**src/rtl/wb_trace_checker_trace_fifo.sv**
```systemverilog
// Power-of-two FIFO for expected trace entries; a push while full is taken when a pop frees the slot.
module trace_fifo #(
   parameter int DEPTH = 8,
   parameter int WIDTH = 75
) (
   input  logic             clk,
   input  logic             resetn,
   input  logic             push,
   input  logic             pop,
   input  logic [WIDTH-1:0] wdata,
   output logic [WIDTH-1:0] rdata,
   output logic             full,
   output logic             empty
);

   localparam int AW = $clog2(DEPTH);
   localparam logic [AW-1:0] PTR_ONE  = 1;
   localparam logic [AW:0]   CNT_ONE  = 1;
   localparam logic [AW:0]   CNT_FULL = DEPTH[AW:0];

   logic [WIDTH-1:0] mem [DEPTH];
   logic [AW-1:0]    wr_ptr;
   logic [AW-1:0]    rd_ptr;
   logic [AW:0]      count;
   logic             do_push;
   logic             do_pop;

   assign full    = (count == CNT_FULL);
   assign empty   = (count == '0);
   assign do_pop  = pop && !empty;
   assign do_push = push && (!full || do_pop);
   assign rdata   = mem[rd_ptr];

   always_ff @(posedge clk) begin
      if (do_push) begin
         mem[wr_ptr] <= wdata;
      end
   end

   // Pointers wrap naturally because DEPTH is a power of two.
   always_ff @(posedge clk or negedge resetn) begin
      if (!resetn) begin
         wr_ptr <= '0;
         rd_ptr <= '0;
         count  <= '0;
      end else begin
         if (do_push) begin
            wr_ptr <= wr_ptr + PTR_ONE;
         end
         if (do_pop) begin
            rd_ptr <= rd_ptr + PTR_ONE;
         end
         case ({do_push, do_pop})
            2'b10:   count <= count + CNT_ONE;
            2'b01:   count <= count - CNT_ONE;
            default: count <= count;
         endcase
      end
   end

endmodule

```
**config.mk**
```make
export PLATFORM = sky130hd
export DESIGN_NAME = trace_fifo
export DESIGN_NICKNAME = d
export VERILOG_FILES = /design/src/rtl/wb_trace_checker_trace_fifo.sv
export SDC_FILE = /design/constraint.sdc
export NUM_CORES = 1
export LEC_CHECK = 0
export BUFFER_PORTS_ARGS = -buffer_cell sky130_fd_sc_hd__buf_2
export CORE_MARGIN = 4
export CORE_UTILIZATION = 55
export CTS_CLUSTER_SIZE = 30
export DETAILED_ROUTE_END_ITERATION = 8
export GPL_TIMING_DRIVEN = 1
export PLACE_DENSITY = 0.79
export SLEW_MARGIN = 20
export SYNTH_ARGS = -nofsm -noshare
export SYNTH_HDL_FRONTEND = slang
export SYNTH_SLANG_ARGS = --single-unit
export TNS_END_PERCENT = 20
```
**constraint.sdc**
```tcl
create_clock -name clk -period 21.1 [get_ports clk]
set_input_delay 4.22 -clock clk [delete_from_list [all_inputs] [get_ports clk]]
set_output_delay 4.22 -clock clk [all_outputs]
set_load 0.01 [all_outputs]
```
==> reports/results.txt <==
first-pass GRT wire length: 67050 microns
Worst IR Drop VDD: 153.5 uV
max incr delay on CP: 860 ps
initial core utilization: 56.15%
status: completed
final worst slack: 12940 ps
Seq/Total Area, Yosys: 78.96%
Critical Path RT: 16880 ps
core area: 0.04120 sq mm
clk_lat worst skew: 610 ps
Worst setup startpoint: rd_ptr[1]
maximum root-to-sink buffer count: 3
Syn Inst Count: 933
CP Capture Type: output pin
slowest CP cell: dfrtp_4
Post-Synth Simple-Gate Area: 0.5462%
HP Start: wr_ptr[0]
final setup violation count: 0
most common cell after layout, fill and taps aside: edfxtp_1
FF+latch count, synth: 610
Mapped Area: 0.02314 sq mm
reg2reg start: count[1]
Flop pwr share: 43.9%
clock power share: 28.3%
crit path DAT: 3940 ps
Die ar.: 0.04541 sq mm
CTS H-tree depth: 2
CTS buffer count: 59
clk root buf: clkbuf_16
Syn Nets: 1017
# rows: 74
width of the die: 213.1 microns
Largest delay share family, worst path: buffers and inverters
Final Skew: 16.06 ps
RSZ-0062 raised after global routing: false
Pleak: 8.640 nW
CTS Hold Buffers Added: 0
Post-DRT Antenna Nets: 0
GPL Wtd Cong: 0.7291
commonest non-fill, non-tap cells in the layout: edfxtp_1 (600), buf_2 (155), mux4_2 (150)
Setup crit start kind: flip-flop
DR vias/cell: 5.985
Worst Path Buf+Inv: 3
compound-cell area share of the yosys netlist: 0.1947%
library cells used by synthesis: 28
Final #Nets: 1206
Final Hold Fails: 0
clk slew on worst S/H paths: 60 ps
Sw Ratio: 28.33%
DRT Pass-1 Iters: 5
Area Growth Syn to Fin: 14.46%
DRC errors left: 0
CTS tree: yes
power per cell area: 140.6 mW/mm^2
vias: 10200
antenna violations before repair: 9
critical path cell sequence: buf_4 > buf_4 > mux4_2 > mux2_2 > buf_2
post-place setup slack: 13530 ps
number of DRC markers in iteration 0: 1034
vias in the first global route: 10800
I/O Pins: 156
CTS resizes: 0
Max FO, Critical Path: 61
internal power: 2.668 mW
Final min period: 8156 ps
main combinational cell family by area after synthesis: multiplexers
layout cells sized above 1: 43.10%
die span in y: 213.1 microns
Routed WL per cell: 25.87 microns
Port Buffer Count: 155
Avg Inst Size Synth: 24.80 sq um
Max Transition Viols Final: 0
Post-Synth XOR/XNOR Area: 0.2650%
Worst path most repeated cell: buf_4
worst hold path class: flip-flop to flip-flop
proportion of synthesized area in mux cells: 18.53%
post-detail-place hpwl: 22800 microns
Final period util: 38.65%
postcts setup bufs: 0
Routed Wire Length: 44110 microns
Slew headroom: 28.67%
largest net degree at the start of global routing: 107
total global-route track usage: 19.91%
Max-Cap Viols: 0
grt ovf: 0
setup TNS: 0 ps
WS Path Type: flip-flop to output pin
Worst-Margin Slew: 1067 ps
Clock Sinks: 610
Sw Pwr: 1.055 mW
Gate power share: 27.8%
Ys Warns: 0
Synth Area in Adders: 0.3029%
Fmax: 0.1226 GHz
==> registers in the layout, indices dropped and copies added (netlist names) <==
register and count:
count 4, mem 600, rd_ptr 3, wr_ptr 3
==> routing by layer <==
layer	up-vias	share of wire, %	track usage (%)
met5	-	0.11	0
li1	4369	-	-
met3	81	6.9	4.437
met2	361	51	33.04
met4	8	2.1	5.664
met1	5385	40	27.20
==> worst register-to-register path, cell delays in order (launching register included) <==
cell and delay (ps):
dfrtp_1 380, or3_1 270, o21a_1 290, nand2b_1 270, nor2_4 870, buf_4 800
==> synth_stat cells <==
| library cell | instances | area, sq um |
|---|---|---|
| nand3b_1 | 1 | 7.510 |
| nand2_1 | 4 | 15.01 |
| dfrtp_1 | 10 | 250.2 |
| or3_1 | 2 | 12.51 |
| a31oi_2 | 1 | 12.51 |
| buf_2 | 18 | 90.09 |
| o21a_1 | 1 | 7.510 |
| nand3_1 | 2 | 10.01 |
| o22ai_1 | 1 | 6.260 |
| xor2_1 | 3 | 26.28 |
| or2_2 | 2 | 12.51 |
| ha_1 | 4 | 50.05 |
| a211o_1 | 1 | 8.760 |
| o21ai_1 | 1 | 5.000 |
| clkbuf_1 | 14 | 52.55 |
| fa_1 | 1 | 20.02 |
| mux4_2 | 150 | 3378 |
| inv_1 | 5 | 18.77 |
| mux2_2 | 79 | 889.6 |
| nor3_1 | 2 | 10.01 |
| nor2_1 | 9 | 33.78 |
| xnor2_1 | 4 | 35.03 |
| nand2b_1 | 4 | 25.02 |
| a21oi_1 | 1 | 5.000 |
| buf_1 | 1 | 3.750 |
| edfxtp_1 | 600 | 18020 |
| mux2i_1 | 2 | 20.02 |
| buf_6 | 10 | 112.6 |
==> cell type report <==
class | count | area (sq um)
sequential | 610 | 18280
fill | 2614 | 14720
multi-input combinational | 275 | 4646
clock buffer | 68 | 1510
timing repair buffer | 171 | 908.4
tap | 532 | 665.6
clock inverter | 38 | 437.9
inverter | 5 | 18.77
antenna | 6 | 15.01
==> final timing paths <==
path                       slack (ps)  depth (start not counted)         end
hold / removal                    540                          1   wr_ptr[0]
setup reg to reg                17730                          5  mem[2][22]
min in group asynchronous        3460                          1   wr_ptr[2]
setup / recovery                12940                          5   rdata[35]
max in group asynchronous       17420                          1   rd_ptr[2]
hold reg to reg                   540                          1   wr_ptr[0]
==> per-stage QoR <==
stage	hold slack [ps]	utilization (%)	std cells	cell area [sq um]	power (mW)
6_report	535.0	64.27	1705	26480	3.723
4_1_cts	540.2	64.23	1699	26470	3.774
5_1_grt	570.8	64.26	1703	26480	3.899
3_5_place_dp	528.5	59.50	1593	24520	2.713
3_3_place_gp	510.4	59.50	1593	24520	2.687
2_1_floorplan	480.5	-	933	23140	2.382
==> logic make-up (layout without fill, tap and decap cells) <==
logic type | after synthesis | in the layout
adders and majority gates | 5 | 5
AOI/OAI and AO/OA | 6 | 6
and+or+nand+nor | 26 | 26
other | 0 | 6
buffers and inverters | 48 | 282
DFF | 610 | 610
muxes | 231 | 231
xor gates and xnor gates | 7 | 7
==> power by group through the flow <==
| stage | registers, mW | clock network, mW | logic (mW) |
|---|---|---|---|
| 2_1_floorplan | 1.60 | 0 | 0.786 |
| 4_1_cts | 1.64 | 1.07 | 1.06 |
| 3_5_place_dp | 1.66 | 0 | 1.05 |
| 3_3_place_gp | 1.65 | 0 | 1.04 |
| 5_1_grt | 1.65 | 1.13 | 1.11 |
| 6_report | 1.64 | 1.05 | 1.03 |
No activity file was read; power rests on OpenSTA's default activity.
